$ cat config.mk
export PLATFORM = sky130hd
export DESIGN_NAME = gemm_cmd_parser
export DESIGN_NICKNAME = d
export VERILOG_FILES = /design/src/rtl/gemm_pkg.sv /design/src/rtl/gemm_cmd_parser.sv
export SDC_FILE = /design/constraint.sdc
export NUM_CORES = 1
export LEC_CHECK = 0
export ABC_CLOCK_PERIOD_IN_PS = 3000
export CAP_MARGIN = 20
export CORE_MARGIN = 3
export CORE_UTILIZATION = 45
export CTS_CLUSTER_SIZE = 16
export DETAILED_ROUTE_END_ITERATION = 12
export DONT_BUFFER_PORTS = 1
export PLACE_DENSITY = 0.63
export SKIP_CTS_REPAIR_TIMING = 1
export SLEW_MARGIN = 10
export SYNTH_ARGS = -nofsm -noshare
export SYNTH_HDL_FRONTEND = slang
export SYNTH_SLANG_ARGS = --single-unit
$ cat constraint.sdc
create_clock -name clk_i -period 3 [get_ports clk_i]
set_input_delay 0.75 -clock clk_i [delete_from_list [all_inputs] [get_ports clk_i]]
set_output_delay 0.75 -clock clk_i [all_outputs]
set_load 0.03 [all_outputs]
$ cat src/rtl/gemm_pkg.sv
// Shared GEMM controller types: command header layout, opcodes,
// per-op payload lengths and the command parser error codes.
package gemm_pkg;

  localparam int cmd_buf_width_gp = 32;

  localparam logic [7:0] cmd_op_fetch_gp = 8'hF0;
  localparam logic [7:0] cmd_op_store_gp = 8'hF1;
  localparam logic [7:0] cmd_op_tile_gp  = 8'hF2;
  localparam logic [7:0] cmd_op_wait_gp  = 8'hF3;
  localparam logic [7:0] cmd_op_sync_gp  = 8'hF4;

  localparam logic [7:0] cmd_fetch_len_gp = 8'd12;
  localparam logic [7:0] cmd_store_len_gp = 8'd12;
  localparam logic [7:0] cmd_tile_len_gp  = 8'd12;
  localparam logic [7:0] cmd_wait_len_gp  = 8'd4;
  localparam logic [7:0] cmd_sync_len_gp  = 8'd4;

  typedef enum logic [1:0] {
    cmd_err_none    = 2'd0,
    cmd_err_bad_op  = 2'd1,
    cmd_err_bad_len = 2'd2,
    cmd_err_seq     = 2'd3
  } cmd_parser_err_e;

  typedef struct packed {
    logic [7:0] rsvd;
    logic [7:0] len;
    logic [7:0] id;
    logic [7:0] op;
  } cmd_header_s;

  // Zero marks an opcode the parser does not recognise.
  function automatic logic [7:0] cmd_payload_len(input logic [7:0] op);
    logic [7:0] len;
    len = '0;
    unique case (1'b1)
      op == cmd_op_fetch_gp: len = cmd_fetch_len_gp;
      op == cmd_op_store_gp: len = cmd_store_len_gp;
      op == cmd_op_tile_gp:  len = cmd_tile_len_gp;
      op == cmd_op_wait_gp:  len = cmd_wait_len_gp;
      op == cmd_op_sync_gp:  len = cmd_sync_len_gp;
      default:               len = '0;
    endcase
    return len;
  endfunction

endpackage

$ cat src/rtl/gemm_cmd_parser.sv
// Command word parser: header/payload split, validation, decoded output.
// Optional id sequence check: GEMM_CMD_PARSER_SEQ_CHECK_EN.
module gemm_cmd_parser
  import gemm_pkg::*;
#(
  parameter int word_width_p        = cmd_buf_width_gp,
  parameter int max_payload_words_p = 4,
  parameter int op_width_p          = 8,
  parameter int id_width_p          = 8,
  parameter int len_width_p         = 8,
  parameter int err_cnt_width_p     = 16
) (
  input  logic                                        clk_i,
  input  logic                                        reset_i,
  input  logic                                        cmd_v_i,
  input  logic [word_width_p-1:0]                     cmd_data_i,
  output logic                                        cmd_ready_o,
  output logic                                        dec_v_o,
  input  logic                                        dec_ready_i,
  output logic [op_width_p-1:0]                       dec_op_o,
  output logic [id_width_p-1:0]                       dec_id_o,
  output logic [len_width_p-1:0]                      dec_len_o,
  output logic [max_payload_words_p*word_width_p-1:0] dec_payload_o,
  output logic                                        err_v_o,
  output logic [1:0]                                  err_code_o,
  output logic [err_cnt_width_p-1:0]                  err_cnt_o
);

  localparam int cnt_w_lp = len_width_p + 1;

  typedef enum logic [1:0] {S_HDR, S_PAY, S_OUT, S_DRAIN} state_e;

  state_e                     state_q, state_d;
  logic [cnt_w_lp-1:0]        cnt_q, cnt_d;
  logic [cnt_w_lp-1:0]        words_q, words_d;
  logic [max_payload_words_p-1:0][word_width_p-1:0] payload_q, payload_d;
  logic                       cmd_ready_q, cmd_ready_d;
  logic                       dec_v_q, dec_v_d;
  logic [op_width_p-1:0]      op_q, op_d;
  logic [id_width_p-1:0]      id_q, id_d;
  logic [len_width_p-1:0]     len_q, len_d;
  logic                       err_v_q, err_v_d;
  cmd_parser_err_e            err_code_q, err_code_d;
  logic [err_cnt_width_p-1:0] err_cnt_q, err_cnt_d;
`ifdef GEMM_CMD_PARSER_SEQ_CHECK_EN
  logic [id_width_p-1:0]      exp_id_q, exp_id_d;
`endif

  cmd_header_s            hdr;
  logic [len_width_p-1:0] hdr_len;
  logic [len_width_p-1:0] exp_len;
  logic [cnt_w_lp-1:0]    hdr_words;
  logic                   op_known;
  logic                   hdr_bad;
  logic                   accept;
  logic                   err_raise;
  logic                   unused_rsvd;
  cmd_parser_err_e        err_sel;

  assign hdr         = cmd_header_s'(cmd_data_i[31:0]);
  assign hdr_len     = len_width_p'(hdr.len);
  assign exp_len     = len_width_p'(cmd_payload_len(hdr.op));
  assign op_known    = (exp_len != '0);
  assign hdr_bad     = !op_known || (hdr_len != exp_len);
  assign hdr_words   = (cnt_w_lp'(hdr_len) + cnt_w_lp'(3)) >> 2;
  assign accept      = cmd_v_i & cmd_ready_q;
  assign unused_rsvd = ^hdr.rsvd;

  always_comb begin
    state_d     = state_q;
    cnt_d       = cnt_q;
    words_d     = words_q;
    payload_d   = payload_q;
    cmd_ready_d = cmd_ready_q;
    dec_v_d     = dec_v_q;
    op_d        = op_q;
    id_d        = id_q;
    len_d       = len_q;
    err_raise   = 1'b0;
    err_sel     = cmd_err_none;
    err_v_d     = 1'b0;
    err_code_d  = err_code_q;
    err_cnt_d   = err_cnt_q;
`ifdef GEMM_CMD_PARSER_SEQ_CHECK_EN
    exp_id_d    = exp_id_q;
`endif
    unique case (state_q)
      S_HDR: begin
        if (accept) begin
          payload_d = '0;
          if (hdr_bad) begin
            err_raise = 1'b1;
            if (op_known) err_sel = cmd_err_bad_len;
            else          err_sel = cmd_err_bad_op;
            // Skip the payload so the next header stays aligned.
            if (hdr_words != '0) begin
              state_d = S_DRAIN;
              cnt_d   = hdr_words;
            end
          end else begin
            op_d    = op_width_p'(hdr.op);
            id_d    = id_width_p'(hdr.id);
            len_d   = hdr_len;
            words_d = hdr_words;
            cnt_d   = '0;
            state_d = S_PAY;
`ifdef GEMM_CMD_PARSER_SEQ_CHECK_EN
            if (id_width_p'(hdr.id) != exp_id_q) begin
              err_raise = 1'b1;
              err_sel   = cmd_err_seq;
            end
            exp_id_d = id_width_p'(hdr.id) + id_width_p'(1);
`endif
          end
        end
      end
      S_PAY: begin
        if (accept) begin
          for (int k = 0; k < max_payload_words_p; k++) begin
            if (cnt_q == cnt_w_lp'(k)) payload_d[k] = cmd_data_i;
          end
          cnt_d = cnt_q + cnt_w_lp'(1);
          if (cnt_d == words_q) begin
            state_d     = S_OUT;
            dec_v_d     = 1'b1;
            cmd_ready_d = 1'b0;
          end
        end
      end
      S_OUT: begin
        if (dec_ready_i) begin
          state_d     = S_HDR;
          dec_v_d     = 1'b0;
          cmd_ready_d = 1'b1;
        end
      end
      S_DRAIN: begin
        if (accept) begin
          cnt_d = cnt_q - cnt_w_lp'(1);
          if (cnt_q == cnt_w_lp'(1)) state_d = S_HDR;
        end
      end
      default: state_d = S_HDR;
    endcase
    if (err_raise) begin
      err_v_d    = 1'b1;
      err_code_d = err_sel;
      if (err_cnt_q != '1) err_cnt_d = err_cnt_q + err_cnt_width_p'(1);
    end
  end

  always_ff @(posedge clk_i) begin
    if (reset_i) begin
      state_q     <= S_HDR;
      cnt_q       <= '0;
      words_q     <= '0;
      payload_q   <= '0;
      cmd_ready_q <= 1'b1;
      dec_v_q     <= 1'b0;
      op_q        <= '0;
      id_q        <= '0;
      len_q       <= '0;
      err_v_q     <= 1'b0;
      err_code_q  <= cmd_err_none;
      err_cnt_q   <= '0;
`ifdef GEMM_CMD_PARSER_SEQ_CHECK_EN
      exp_id_q    <= '0;
`endif
    end else begin
      state_q     <= state_d;
      cnt_q       <= cnt_d;
      words_q     <= words_d;
      payload_q   <= payload_d;
      cmd_ready_q <= cmd_ready_d;
      dec_v_q     <= dec_v_d;
      op_q        <= op_d;
      id_q        <= id_d;
      len_q       <= len_d;
      err_v_q     <= err_v_d;
      err_code_q  <= err_code_d;
      err_cnt_q   <= err_cnt_d;
`ifdef GEMM_CMD_PARSER_SEQ_CHECK_EN
      exp_id_q    <= exp_id_d;
`endif
    end
  end

  assign cmd_ready_o   = cmd_ready_q;
  assign dec_v_o       = dec_v_q;
  assign dec_op_o      = op_q;
  assign dec_id_o      = id_q;
  assign dec_len_o     = len_q;
  assign dec_payload_o = payload_q;
  assign err_v_o       = err_v_q;
  assign err_code_o    = err_code_q;
  assign err_cnt_o     = err_cnt_q;

endmodule

==> results by group <==
Finish
  – Commonest cells after routing, fill and taps aside: 191 x dfxtp_1, 153 x a21oi_1, 149 x nand2_1
  – Area grow syn2layout: 10.5%
  – Layout cells sized above 1: 0.0919
  – Most common cell after layout, fill and taps aside: dfxtp_1
  – Sequential Area: 0.00382 mm^2
  – Util after Layout: 0.509
  – Nets: approximately 980
  – Fillers: 1626
  – Area of the multi-input gates: between 0.003 and 0.004 mm^2
  – N_diodes: 0

Drt
  – DRC Markers: 0
  – DRT Pass-1 Iters: 5
  – Via/cell ratio: between 5 and 6
  – Vias: between 6000 and 7000
  – Detail Route Antenna Nets: 0
  – Post-Route WL: between 20000 and 25000 um
  – Wire length per cell: roughly 20 um
  – 1st-iter DRT viols: 667

Synthesis
  – Register area share after synthesis: 0.478
  – Cell variety after synth: 64
  – Flops & latches, synth: 191
  – Post-Syn Instances: 973
  – Post-Syn Area: 0.00801 mm^2
  – Post-synth EDFFs: 0
  – Mapped Nets: 1015
  – Synth warnings: 0
  – Area leader, netlist: dfxtp_1
  – Synth top area share: 0.478
  – Top_reg_cell synth: dfxtp_1
  – Syn Area/Cell: 8.23 um^2
  – Top cells by area, synth: dfxtp_1 48%, a21oi_1 9.8%, nand3_1 9.0%
  – Synth async-reset ratio: 0

Critical path
  – Worst r2r path cells: 6
  – Setup Crit Path Kind: flip-flop to flip-flop
  – WP depth: 6
  – Slowest CP cell: or4b_2
  – Startpoint type of the worst setup path: flip-flop
  – CP required: 3.37 ns
  – Crit-path max cell delay: between 0.6 and 0.7 ns
  – Worst Setup EP: state_q[1]
  – Crit path launch: cnt_q[0]
  – Largest delay contributor family on the critical path: simple AND/OR/NAND/NOR gates
  – Worst path bufs/invs: 0
  – CP arrival: 2.91 ns
  – FF-to-FF End: state_q[1]
  – Reg2reg setup slack: 0.46 ns
  – Max FO, Critical Path: 10
  – Worst path cell trace: ha_1 -> nand4_1 -> or4b_2 -> o31ai_1 -> o221a_2 -> a32o_1
  – Worst r2r src: cnt_q[0]
  – Crit end category: flip-flop

Global route
  – Largest net degree at the start of global routing: 187
  – Initial antenna violation count: 0
  – Remaining global-route overflow: 0
  – Vias in the first global route: 6320
  – Gr usage total: 0.234
  – First-pass GRT wire length: 37100 um

CTS
  – Clock sink total: between 150 and 200
  – CTS tree: built
  – CTS Buf Count: 17
  – H-tree levels: 4
  – Clock latency at the later pin of the worst-skew pair: 0.43 ns
  – CTS max path bufs: 2
  – Clk slew on worst S/H paths: 0.07 ns
  – Clock root cell: clkbuf_16

Outcome
  – Outcome: complete, no violations

Floorplanning
  – Starting Density: 0.461
  – Row cnt: 48
  – Die Span Y: 139 um
  – Core Box Area: 0.0174 mm^2
  – Die area: about 0.019 mm^2
  – Die X: 139 um
  – I/O Pins: 209

Hold path
  – HP Class: primary input to flip-flop

Placed design
  – Setup WS pre-CTS: 0.419 ns
  – Buffers on Ports: 0
  – Gpl congestion: 0.879
  – Dpl hpwl: 15500 um

STA
  – Endpoints failing setup: 0
  – Final worst setup slack: 0.461 ns
  – Worst slew pin tran: ~0.7 ns
  – Setup_tns: 0 ns
  – FMAX: around 0.4 GHz
  – Max-slew headroom: 0.536
  – Unrepaired setup endpoints after global routing: no
  – Hold Vio Cnt, Final: 0
  – Minimum clock period after layout: 2.54 ns
  – Max Slew Vio Count: 0
  – Hold_ws: 0.389 ns
  – Tcrit/Tclk final: 0.846
  – Layout Skew: 0.0106 ns

Power and ir drop
  – Final Power: just under 6 mW
  – Worst vdd rail ir drop: 0.417 mV
  – Leak pwr: 2.95 nW
  – Pwr Density: ~670 mW/mm^2

Job
  – Max-Cap Viols: 0
==> per-stage QoR <==
| step | area, um^2 | std cells |
|---|---|---|
| 4_1_cts | 8840 | 1172 |
| 6_report | 8840 | 1172 |
| 2_1_floorplan | 8010 | 973 |
| 3_5_place_dp | 8230 | 1141 |
| 5_1_grt | 8840 | 1172 |
| 3_3_place_gp | 8230 | 1141 |
==> where the power goes <==
part / leakage [nW] / switching (mW) / internal, mW / total (mW)
Combinational: 1.10 / 0.476 / 0.242 / 0.718
Sequential: 1.55 / 0.250 / 2.62 / 2.87
Clock: 0.302 / 1.05 / 1.29 / 2.34
Total: 2.95 / 1.78 / 4.15 / 5.93
==> kinds of logic (layout without fill, tap and decap cells) <==
family / after synthesis / in the layout / synth area share
AO/OA/AOI/OAI: 216 / 216 / 0.154
XOR/XNOR: 15 / 15 / 0.0164
adder cells (fa/ha/maj): 6 / 6 / 0.00938
buffers and inverters: 95 / 69 / 0.0491
flip-flops: 191 / 191 / 0.478
multiplexers: 23 / 23 / 0.0300
AND/OR/NAND/NOR: 427 / 427 / 0.263
==> cell usage after synthesis, drive strengths merged (2+ instances only) <==
| cell | n |
|---|---|
| nor4b | 2 |
| a221oi | 3 |
| nor3 | 6 |
| a22oi | 4 |
| xor2 | 7 |
| or4 | 14 |
| xnor2 | 8 |
| inv | 11 |
| ha | 6 |
| nand2 | 149 |
| buf | 22 |
| o31ai | 11 |
| nor4 | 8 |
| nand3b | 2 |
| mux2i | 15 |
| and2 | 14 |
| o32ai | 2 |
| nor2b | 6 |
| a21oi | 156 |
| o21ai | 12 |
| o21bai | 2 |
| o41ai | 3 |
| and4 | 4 |
| a31oi | 5 |
| mux2 | 8 |
| o311ai | 3 |
| clkbuf | 62 |
| dfxtp | 191 |
| or4b | 3 |
| nand4 | 4 |
| nor2 | 48 |
| or3 | 12 |
| a21o | 3 |
| or2 | 5 |
| nand3 | 144 |
==> per-layer routing <==
layer	vias up	global-route usage	wire length, um
met4	0	0.0649	444
met3	26	0.0976	2410
li1	3330	-	-
met5	-	0	0
met1	3186	0.310	9750
met2	270	0.354	10800
==> worst min path at each step <==
stage	cells after the start	to	start	slack, ns
global route	1	err_cnt_o[4]	reset_i	0.39
floorplan	1	words_q[2]	words_q[2]	0.45
finish	1	err_cnt_o[5]	reset_i	0.39
detailed placement	1	words_q[6]	words_q[6]	0.47
CTS	1	err_cnt_o[9]	reset_i	0.39
global placement	1	words_q[2]	words_q[2]	0.47
==> registers in the layout, summed over array words and instances, names as in the netlist <==
register and cells:
dec_payload_o 128, err_cnt_o 16, cnt_q 9, dec_id_o 8, dec_len_o 8, dec_op_o 8
words_q 7, err_code_o 2, state_q 2, cmd_ready_o 1, dec_v_o 1, err_v_o 1
==> layout make-up <==
| type | instances | area share |
|---|---|---|
| multi-input combinational | 687 | 0.435 |
| sequential | 191 | 0.432 |
| clock buffer | 18 | 0.0497 |
| tap | 225 | 0.0318 |
| timing repair buffer | 27 | 0.0272 |
| clock inverter | 13 | 0.0197 |
| inverter | 11 | 0.00467 |
No activity file was read; power rests on OpenSTA's default activity.
==> edit, RTL diff (same settings) <==
Reset style: asynchronous (`reset_i`), changed in one clocked block.
--- a/src/rtl/gemm_cmd_parser.sv
+++ b/src/rtl/gemm_cmd_parser.sv
@@ -149,7 +149,7 @@
     end
   end
 
-  always_ff @(posedge clk_i) begin
+  always_ff @(posedge clk_i or posedge reset_i) begin
     if (reset_i) begin
       state_q     <= S_HDR;
       cnt_q       <= '0;
Behaviour: differs if reset_i is asserted again (counterexample within 4 cycles, from zero or initial values and one cycle with reset_i high); with reset_i held inactive, the same outputs for 4 cycles.
==> edit against the unedited design <==
  * Sequential share of layout area is 10 points higher
  * Worst setup slack gained 0.033 ns
  * Global-route usage fell by 2.3 points
  * Cell area is 1.2% higher
  * Sequential cell count is the same
  * Count of clock-buffer cells in the layout is the same
  * Utilization is 0.63 points higher
  * Routed wire length shrank 13%
  * Final cell count shrank 14%
  * Die area grew 0.30%
  * Synthesized area up 0.31%
  * Via count decreased by 15%
  * Critical path depth did not move
Power is not compared: it rests on default switching activity, and its combinational part moved more than twofold at a synthesized area within 25%.
==> edit: results (changes against the unedited design) <==
WL/cell=20.1 um (+0.73%); synth unique cells=65 (+1.6%); worst r2r dst=dec_payload_o[113]; met2 Use GR=0.337 (-0.0170); met3 wire length=2000 um (-17%); worst hold path type=input port to async pin; CTS root buf=clkbuf_16; vias after detailed routing=5816 (-15%); pre-CTS setup slack=0.386 ns (-0.0331 ns); Crit path largest cell delay=0.61 ns (-0.08 ns); slowest cell on the critical path=or4_4; All-Layer GR Usage=0.211 (-0.0229); Compound-Gate Fraction of Synth Area=0.145 (-0.00905); R2R Setup Slk=0.49 ns (+0.03 ns); Leak=4.15 nW; Synth Flop Type=dfrtp_1; post-layout net count=815 (-17%); GP Congestion=0.930 (+5.8%); Post-synth ARST share=1.00 (+1.00); post-synthesis adder-cell area fraction=0.00935 (-0.0000292); worst reg2reg startpoint=cnt_q[5]; initial DRC count=379 (-43%); number of vias per cell=5.75 (-1.0%); Clock Skews=0.0161 ns (+0.00544 ns); status=completed; met1 wire length=8020 um (-18%); top cells by count, synth=dfrtp_1 (190), nand2_1 (181), o21ai_1 (88); share of layout cells above drive strength 1=0.0980 (+0.00610); Slew HR=0.382 (-0.154); worst-path fanout max=34 (+24); average size of a mapped cell=10.3 um^2 (+25%); Syn Nets=825 (-19%); largest net degree at the start of global routing=117 (-37%); synth top area cells=dfrtp_1 (59%), nand2_1 (8.5%), o21ai_1 (5.5%); clk buf depth=2 (unchanged); first-pass GRT wire length=32600 um (-12%); met2 WL post-DR=9610 um (-11%)
==> edit: changes by cell type in the layout (fill, tap and decap cells not counted), sizes merged, moves of 24 or more <==
| cell | change |
|---|---|
| dfxtp | -191 |
| a21oi | -140 |
| dfrtp | +190 |
| nand2 | +32 |
| nand3 | -130 |
| o21ai | +124 |
| nor2 | -24 |
==> edit: area by class of cell <==
class | count | area, um^2 | area share
clock buffer | 18 | 439 | 0.0491
tap | 225 | 282 | 0.0315
sequential | 191 | 4780 | 0.534
multi-input combinational | 535 | 3030 | 0.338
clock inverter | 14 | 165 | 0.0185
inverter | 12 | 48.8 | 0.00545
timing repair buffer | 16 | 208 | 0.0232
==> edit: cell families after synthesis <==
kind of cell,after synthesis
compound gates,200
simple gates,290
mux,13
buf+inv,57
fa+ha+maj,6
xor+xnor,26
flops,191
==> edit: where the power goes <==
part | internal [mW] | switching, mW | leakage (nW) | total, mW
Clock | 1.22 | 1.06 | 0.298 | 2.28
Combinational | 0.0334 | 0.110 | 1.22 | 0.144
Sequential | 2.57 | 0.000360 | 2.64 | 2.57
Total | 3.82 | 1.17 | 4.15 | 5.00
==> edit: worst max path at each step <==
stage                             start            endpoint  slack, ns  cells past startpoint
final                          cnt_q[5]  dec_payload_o[113]       0.49                      6
after global routing           cnt_q[5]  dec_payload_o[113]       0.35                      6
after CTS                      cnt_q[5]  dec_payload_o[113]       0.49                      6
after detailed placement  cmd_data_i[0]         dec_id_o[7]       0.39                      5
after global placement    cmd_data_i[0]         dec_id_o[7]       0.43                      5
after floorplan                 reset_i            cnt_q[0]      -0.21                      1
